## src/rtl/icache_refill.sv

```systemverilog
// Instruction-cache refill engine: wins the shared byte-wide RAM port, streams one
// block in byte by byte and hands the assembled line to the cache fill port.
module icache_refill #(
  parameter int ADDR_WIDTH  = 17,
  parameter int BLOCK_WIDTH = 4,
  parameter int BLOCK_SIZE  = 2**BLOCK_WIDTH
) (
  input  logic                          clkIn,
  input  logic                          resetIn,
  input  logic                          missValid,
  input  logic [ADDR_WIDTH-BLOCK_WIDTH-1:0] missAddr,
  input  logic                          flushIn,
  output logic                          busReq,
  input  logic                          busGrant,
  output logic [ADDR_WIDTH-1:0]         ramAddr,
  input  logic [7:0]                    ramDataIn,
  output logic                          busy,
  output logic                          memDataValid,
  output logic [ADDR_WIDTH-BLOCK_WIDTH-1:0] memAddr,
  output logic [BLOCK_SIZE*8-1:0]       memDataIn
);
  localparam int BLK_W = ADDR_WIDTH - BLOCK_WIDTH;

  typedef enum logic [1:0] {IDLE, WAIT_GRANT, READ, DONE} state_t;

  state_t                  state;
  logic [BLOCK_WIDTH:0]    cnt;
  logic [BLK_W-1:0]        blk;
  logic [BLOCK_SIZE*8-1:0] line;
  logic                    req;
  logic [BLOCK_WIDTH-1:0]  rd_lane;
  logic [BLOCK_WIDTH-1:0]  wr_lane;

  // Terminal cycle (cnt == BLOCK_SIZE) keeps the last address on the bus.
  assign rd_lane = cnt[BLOCK_WIDTH] ? '1 : cnt[BLOCK_WIDTH-1:0];
  // Data arrives one cycle after its address, so it lands one lane behind.
  assign wr_lane = cnt[BLOCK_WIDTH-1:0] - 1'b1;

  always_ff @(posedge clkIn) begin
    if (!resetIn) begin
      state <= IDLE;
      cnt   <= '0;
      blk   <= '0;
      line  <= '0;
      req   <= 1'b0;
    end else begin
      case (state)
        IDLE: begin
          if (missValid && !flushIn) begin
            blk   <= missAddr;
            line  <= '0;
            cnt   <= '0;
            req   <= 1'b1;
            state <= WAIT_GRANT;
          end
        end
        WAIT_GRANT: begin
          if (flushIn) begin
            req   <= 1'b0;
            state <= IDLE;
          end else if (busGrant) begin
            cnt   <= '0;
            state <= READ;
          end
        end
        READ: begin
          if (flushIn) begin
            req   <= 1'b0;
            state <= IDLE;
          end else begin
            if (cnt != '0) line[wr_lane*8 +: 8] <= ramDataIn;
            if (cnt[BLOCK_WIDTH]) begin
              req   <= 1'b0;
              state <= DONE;
            end else begin
              cnt <= cnt + 1'b1;
            end
          end
        end
        DONE: state <= IDLE;
        default: state <= IDLE;
      endcase
    end
  end

  assign busReq       = req;
  assign busy         = (state != IDLE);
  assign ramAddr      = (state == READ) ? {blk, rd_lane} : '0;
  // A flush in the delivery cycle must still cancel the line.
  assign memDataValid = (state == DONE) && !flushIn;
  assign memAddr      = blk;
  assign memDataIn    = line;

endmodule

```

## config.mk

```make
export PLATFORM = sky130hd
export DESIGN_NAME = icache_refill
export DESIGN_NICKNAME = d
export VERILOG_FILES = /design/src/rtl/icache_refill.sv
export SDC_FILE = /design/constraint.sdc
export NUM_CORES = 1
export LEC_CHECK = 0
export CORE_MARGIN = 3
export CORE_UTILIZATION = 55
export CTS_BUF_LIST = sky130_fd_sc_hd__clkbuf_4 sky130_fd_sc_hd__clkbuf_8
export CTS_CLUSTER_SIZE = 16
export DETAILED_ROUTE_END_ITERATION = 6
export DONT_BUFFER_PORTS = 1
export PLACE_DENSITY = 0.78
export SETUP_SLACK_MARGIN = 0.02
export SKIP_CTS_REPAIR_TIMING = 1
export SLEW_MARGIN = 20
export SYNTH_ARGS = -nofsm -noshare
export SYNTH_HDL_FRONTEND = slang
export SYNTH_SLANG_ARGS = --single-unit
```

## constraint.sdc

```tcl
create_clock -name clkIn -period 6.8 [get_ports clkIn]
set_input_delay 1.36 -clock clkIn [delete_from_list [all_inputs] [get_ports clkIn]]
set_output_delay 1.36 -clock clkIn [all_outputs]
set_load 0.01 [all_outputs]
```

Word-level counts from Yosys, hierarchy flattened:

Index checks and enable logic that the tools add are counted.

* multiplexer cells: 24
* bitwise logic cells: 0
* order comparisons: 0
* shifts and indexed selects: 2
* divide/modulo/power cells: 0
* reduce and logical (&&, ||, !) cells: 14
* add/subtract/negate cells: 3
* equality and inequality tests: 12
* multipliers: 0

Operators by type and width (count)
* two-way mux 128 bit: 3
* one-hot mux 128 bit (2 select lines): 1
* bitwise mux 128 bit: 1
* variable shift 8 x 34 -> 128 bit (first input constant): 1
* variable part select 8 x 34 -> 128 bit: 1
* negation 7 -> 34 bit: 1
* two-way mux 5 bit: 5
* two-way mux 17 bit: 1
* one-hot mux 5 bit (3 select lines): 1
* != test 2 bit (second input constant): 7
* two-way mux 2 bit: 5
* one-hot mux 2 bit (4 select lines): 1
* AND reduction 4 bit: 2
* != test 3 bit (second input constant): 2
* AND reduction 6 bit: 1
* adder 5 x 1 -> 5 bit (second input constant): 1
* AND reduction 5 bit: 1
* nonzero test 5 bit: 1
* equality test 2 bit (second input constant): 2
* two-way mux 1 bit: 4
* two-way mux 4 bit: 1
* nonzero test 2 bit: 2
* subtractor 4 x 1 -> 4 bit (second input constant): 1
* one-hot mux 1 bit (3 select lines): 1
* 7 further kinds: 8

* latch bits: 0
* register bits after elaboration: 149
* input port bits: 26
* memory bits (writable): 0
* bits in read-only memories: 0
* word-level logic and storage cells: 61
* memories: 0

Depth between registers and ports, before layout:

Gate-level depths: netlist (run 1).

* depth in word-level cells: 7
* gate-level depth with buffers: 11

Least setup slack after synthesis (run 1):

Ideal clock, no wire load.

* kind: in2out
* start: input port flushIn
* end: output port memDataValid
* data required time: 5440 ps
* stages on the path: 1
* arrival time: 1538 ps
* slack: 3902 ps
* buffers on the path: 0
* cell sequence: nor2b_1

* cells in the longest elaborated chain, start to end: 2

RTL lines
* from (decl): RTL line 12 `input logic flushIn,`
* zero test 1 bit: RTL line 90 `assign memDataValid = (state == DONE) && !flushIn;`
* logical AND 1 bit: RTL line 90
* to (decl): RTL line 18 `output logic memDataValid,`

Every way passes these cells.

Worst setup path in the final report (run 1):

* start: register state[0]
* end: output port ramAddr[0]

* cells in the longest elaborated chain, start to end: 2

RTL lines
* from (decl): RTL line 26 `state_t state;`
* from (signal assigned): RTL line 41 `state <= IDLE;`
* from (signal assigned): RTL line 54 `state <= WAIT_GRANT;`
* from (signal assigned): RTL line 60 `state <= IDLE;`
* equality test 2 bit: RTL line 88 `assign ramAddr = (state == READ) ? {blk, rd_lane} : '0;`
* two-way mux 17 bit: RTL line 88
* to (decl): RTL line 15 `output logic [ADDR_WIDTH-1:0] ramAddr,`

Every way passes these cells.

==> results of run 1 <==
==> worst min-delay path: stages, from the launching register on <==
cell and delay [ns]:
dfxtp_1 0.35, nand2_1 0.07, a21oi_1 0.05
==> registers in the layout, indices dropped and copies added (netlist names) <==
| register | cells |
|---|---|
| state | 2 |
| cnt | 5 |
| memDataIn | 128 |
| busReq | 1 |
| memAddr | 13 |
==> stage by stage <==
step | cells | utilization [%]
2_1_floorplan | 534 | -
3_3_place_gp | 639 | 58.1
3_5_place_dp | 639 | 58.1
6_report | 670 | 62.3
5_1_grt | 670 | 62.3
4_1_cts | 670 | 62.3
==> Yosys cell counts, types with 3 or more instances <==
library cell	number	area share [%]
dfxtp_1	149	52
nand2b_1	6	0.65
a32o_1	24	4.2
and2_1	14	1.5
buf_6	3	0.59
nand3b_1	4	0.52
nand3_1	7	0.61
inv_1	10	0.65
mux2i_1	5	0.87
nor3_1	3	0.26
ha_1	12	2.6
a31oi_4	4	1.5
o2bb2ai_1	87	13
clkbuf_1	18	1.2
nand2_1	61	4.0
o22ai_1	5	0.54
nor3b_1	3	0.39
a22o_1	8	1.2
or2_2	3	0.33
a21oi_2	3	0.46
a21o_1	3	0.39
o21ai_0	3	0.26
buf_2	5	0.44
a21oi_1	28	2.4
nor2_1	19	1.2
==> worst max path at each step <==
stage	startpoint	end	slack, ns
2_1_floorplan	flushIn	memDataValid	3.90
3_3_place_gp	missValid	memDataIn[123]	3.73
3_5_place_dp	missValid	memDataIn[107]	3.60
4_1_cts	state[0]	ramAddr[0]	3.40
5_1_grt	state[0]	ramAddr[0]	3.26
6_report	state[0]	ramAddr[0]	3.46
==> area by class of cell <==
type                       count  area [um^2]  area share [%]
clock inverter                10          146            2.36
multi-input combinational    345         2580            41.6
clock buffer                  21          277            4.46
inverter                      11         41.3           0.666
timing repair buffer           1         7.51           0.121
sequential                   149         2980            48.1
tap                          133          166            2.68
==> cells by family (layout without fill, tap and decap cells) <==
group / Yosys count / in the layout / share of synthesized area [%]
compound gates: 185 / 185 / 28.1
simple gates: 140 / 140 / 12.6
xor+xnor: 3 / 3 / 0.718
fa+ha+maj: 12 / 12 / 2.61
flops: 149 / 149 / 51.9
mux: 5 / 5 / 0.870
buf+inv: 40 / 43 / 3.24
==> power groups by stage <==
stage | clock network [mW] | logic [mW] | registers (mW)
after floorplan | 0 | 0.0878 | 0.906
after global placement | 0 | 0.105 | 0.907
after detailed placement | 0 | 0.108 | 0.908
after CTS | 0.722 | 0.109 | 0.887
after global routing | 0.766 | 0.122 | 0.888
final | 0.712 | 0.110 | 0.887
==> routing by layer <==
metal / vias to the layer above / global-route usage, % / wire length [um]
li1: 1997 / - / -
met1: 2098 / 33.0 / 6100
met2: 248 / 38.4 / 6740
met3: 27 / 9.31 / 1670
met4: 0 / 10.7 / 352
met5: - / 0 / 0
==> out/qor.yml, run 1 <==
drc: 0
cts_root_buffer: "clkbuf_8"
cts.sinks: 149
clock_skew_ns: 0.0107
p_per_area_nw_per_um2: 276
p_sw_uw: 411
cts.clk_slew.worst_paths_ns: 0.07
slew-limit-headroom_pct: 41.6
power_leakage_nw: 2.13
cp.arrival_ns: 1.98
numCtsBuffers: 17
postSynthCellCount: 534
crit_buf_inv: 3
dieHeight_um: 108
ys.flop_type: "dfxtp_1"
avgViaCountPerCell: 6.52
post-route-min-period_ns: 3.34
vias: 4370
final_common_cell: "dfxtp_1"
port_buffers: 0
synth.avg_cell_area_um2: 10.8
pwr-share-comb_pct: 6.4
cp_top_family: "buffers and inverters"
cp.depth: 5
yosysWarnings: 0
r2r_end: "memDataIn[57]"
drt-pass1-iter-count: 6
antenna_cells: 0
min_from: "memAddr[1]"
period_share_pct: 49.1
synth_seq_cells: 149
worstSkewPairLatency_ns: 0.43
syn_nets: 572
synth-seq-area-share_pct: 51.9
swShare_pct: 24.1
status: "finished, final reports clean"
whs_endpoint: "memAddr[1]"
async_flop_share_pct: 0
drt-initial-drc-count: 363
synth-edff-count: 0
whs_ns: 0.518
start_util_pct: 57.8
internal_power_mw: 1.30
final_nets: 563
ys_types: 62
nFillCells: 795
num_rows: 36
cts_buffer_depth: 2
tightest_slew_ns: 0.874
htree_levels: 4
ant_nets: 0
io_pins: 187
dpl_worst_slack_ns: 3.60
path_cells: "inv_1, ha_1, buf_4, clkinv_1, a21oi_1"
final-setup-viol-count: 0
grt_usage_pct: 25.5
layout_common_cells: "dfxtp_1, o2bb2ai_1, nand2_1, a21oi_1, a32o_1"
dieArea_um2: 11700
coreArea_um2: 9950
fp.dieW_um: 108
hold_path_class: "reg2reg"
p_seq_share_pct: 51.9
place.gp.congestion: 0.913
cap_violations: 0
vdd_drop_max_uv: 194
grt_max_degree: 47
reg2reg_depth: 9
stdcell_area_um2: 6200
cts_tree: "yes"
finalWorstSetupSlack_ns: 3.46
setup.worst_path.end_class: "primary output"
p_clk_share_pct: 41.7
ff2ff_setup_slack_ns: 3.61
max_stage_delay_ns: 0.36
globalRoute.totalOverflow: 0
cp_data_required_time_ns: 5.44
antenna_found_initial: 0
fmax_ghz: 0.300
slew_viol_final: 0
syn_to_final_growth_pct: 7.85
grt_pass1_wl_um: 23300
grt_setup_unrepaired: "false"
routedWlPerCell_um: 22.2
hold_depth: 2
worstSetupStartpointType: "flip-flop"
postPlaceCellArea_um2: 5780
crit_fanout: 28
p_total_mw: 1.71
drive_above_1_share_pct: 11.4
r2r-start: "cnt[0]"
fin_setup_tns_ns: 0
netlist_area_um2: 5750
slowest_stage: "dfxtp_1"
dp_hpwl_um: 10500
hold_viol_final: 0
critPathKind: "reg2out"
wirelength_um: 14900
grt_pass1_vias: 4279
No activity file was read; power rests on OpenSTA's default activity.
==> run 2, diff against run 1 <==
==> constraint.sdc (replaced) <==
create_clock -name clkIn -period 3.5 [get_ports clkIn]
set_input_delay 0.7 -clock clkIn [delete_from_list [all_inputs] [get_ports clkIn]]
set_output_delay 0.7 -clock clkIn [all_outputs]
set_load 0.01 [all_outputs]
==> out/qor.yml, run 2 (synthesis gave the netlist of run 1 again) <==
crit_start: "cnt[0]"
fp.dieW_um: 108
cap_violations: 0
min_from: "ramDataIn[2]"
numCtsBuffers: 17
hold_viol_final: 0
post-route-min-period_ns: 3.11
grt_max_degree: 47
dp_hpwl_um: 10500
syn_to_final_growth_pct: 7.72
drive_above_1_share_pct: 11.9
vias: 4397
grt_setup_unrepaired: "false"
slowest_stage: "nor2_2"
cp_data_required_time_ns: 3.85
cts_buffer_depth: 2
cts.clk_slew.worst_paths_ns: 0.08
crit_buf_inv: 1
largest_reg_flops: 128
p_total_mw: 3.24
cp.arrival_ns: 3.46
crit_fanout: 10
final_nets: 566
avgViaCountPerCell: 6.53
cts.sinks: 149
period_share_pct: 88.9
start_util_pct: 57.8
cp_top_family: "simple AND/OR/NAND/NOR gates"
coreArea_um2: 9950
grt_pass1_wl_um: 22900
final-setup-viol-count: 0
status: "finished, final reports clean"
dieHeight_um: 108
dieArea_um2: 11700
io_pins: 187
power_leakage_nw: 2.14
fin_setup_tns_ns: 0
max_stage_delay_ns: 0.53
antenna_found_initial: 0
vdd_drop_max_uv: 401
worstSkewPairLatency_ns: 0.43
grt_usage_pct: 25.1
path_cells: "inv_1, ha_1, xor2_1, nor2_1, ha_1, o21ai_1, nor2_2, nand3_2, o2bb2ai_1"
clock_skew_ns: 0.00707
num_rows: 36
drt-pass1-iter-count: 5
drt-initial-drc-count: 364
ant_nets: 0
final_common_cell: "dfxtp_1"
wirelength_um: 14800
fmax_ghz: 0.322
tightest_slew_ns: 0.782
grt_pass1_vias: 4190
slew_viol_final: 0
antenna_cells: 0
setup.worst_path.end_class: "flip-flop"
critPathKind: "reg2reg"
cts_tree: "yes"
cts_root_buffer: "clkbuf_8"
drc: 0
slew-limit-headroom_pct: 47.7
worstSetupStartpointType: "flip-flop"
layout_common_cells: "dfxtp_1, o2bb2ai_1, nand2_1, a21oi_1, a32o_1"
hold_path_class: "in2reg"
port_buffers: 0
routedWlPerCell_um: 21.9
place.gp.congestion: 0.990
r2r-start: "cnt[0]"
globalRoute.totalOverflow: 0
htree_levels: 4
p_per_area_nw_per_um2: 523
worst_path_most_repeated_cell: "ha_1"
-- run 2: cell types whose count changed in the layout (fill, tap and decap cells not counted) --
cell,delta
buf_4,+3
bufinv_16,-1
clkbuf_4,+1
clkbuf_8,-1
clkinv_2,+1
clkinvlp_4,-1
inv_6,+1
-- run 2: layer usage --
metal / vias up / share of wire (%) / GRT usage (%)
li1: 2005 / - / -
met1: 2130 / 42 / 32.2
met2: 236 / 45 / 38.8
met3: 26 / 12 / 9.67
met4: 0 / 1.8 / 9.02
met5: - / 0 / 0
-- run 2: path summary, 6_finish.rpt --
path	end	slack (ns)	cells after the start
worst max-delay path	memDataIn[60]	0.39	9
worst min-delay path	memDataIn[82]	0.39	1
worst max register to register	memDataIn[60]	0.39	9
worst min register to register	memAddr[1]	0.52	2
-- run 2: power by group --
part	switching, mW	internal [mW]
Sequential	0.0166	1.71
Combinational	0.162	0.0559
Clock	0.621	0.679
Total	0.799	2.44
-- run 2: area by class of cell --
cell class,count,area [um^2]
Fill cell,808,3760
Timing Repair Buffer,4,30.0
Inverter,11,41.3
Clock inverter,10,123
Clock buffer,21,270
Tap cell,133,166
Sequential cell,149,2980
Multi-Input combinational cell,345,2580
-- run 2: through the flow --
stage	worst slack, ns	area, um^2	hold WS, ns	cells	utilization [%]
after floorplan	0.879	5750	0.479	534	-
after global placement	0.617	5800	0.499	642	58.3
after detailed placement	0.435	5800	0.508	642	58.3
after CTS	0.409	6190	0.363	673	62.2
after global routing	0.0899	6190	0.358	673	62.2
final	0.390	6190	0.389	673	62.2
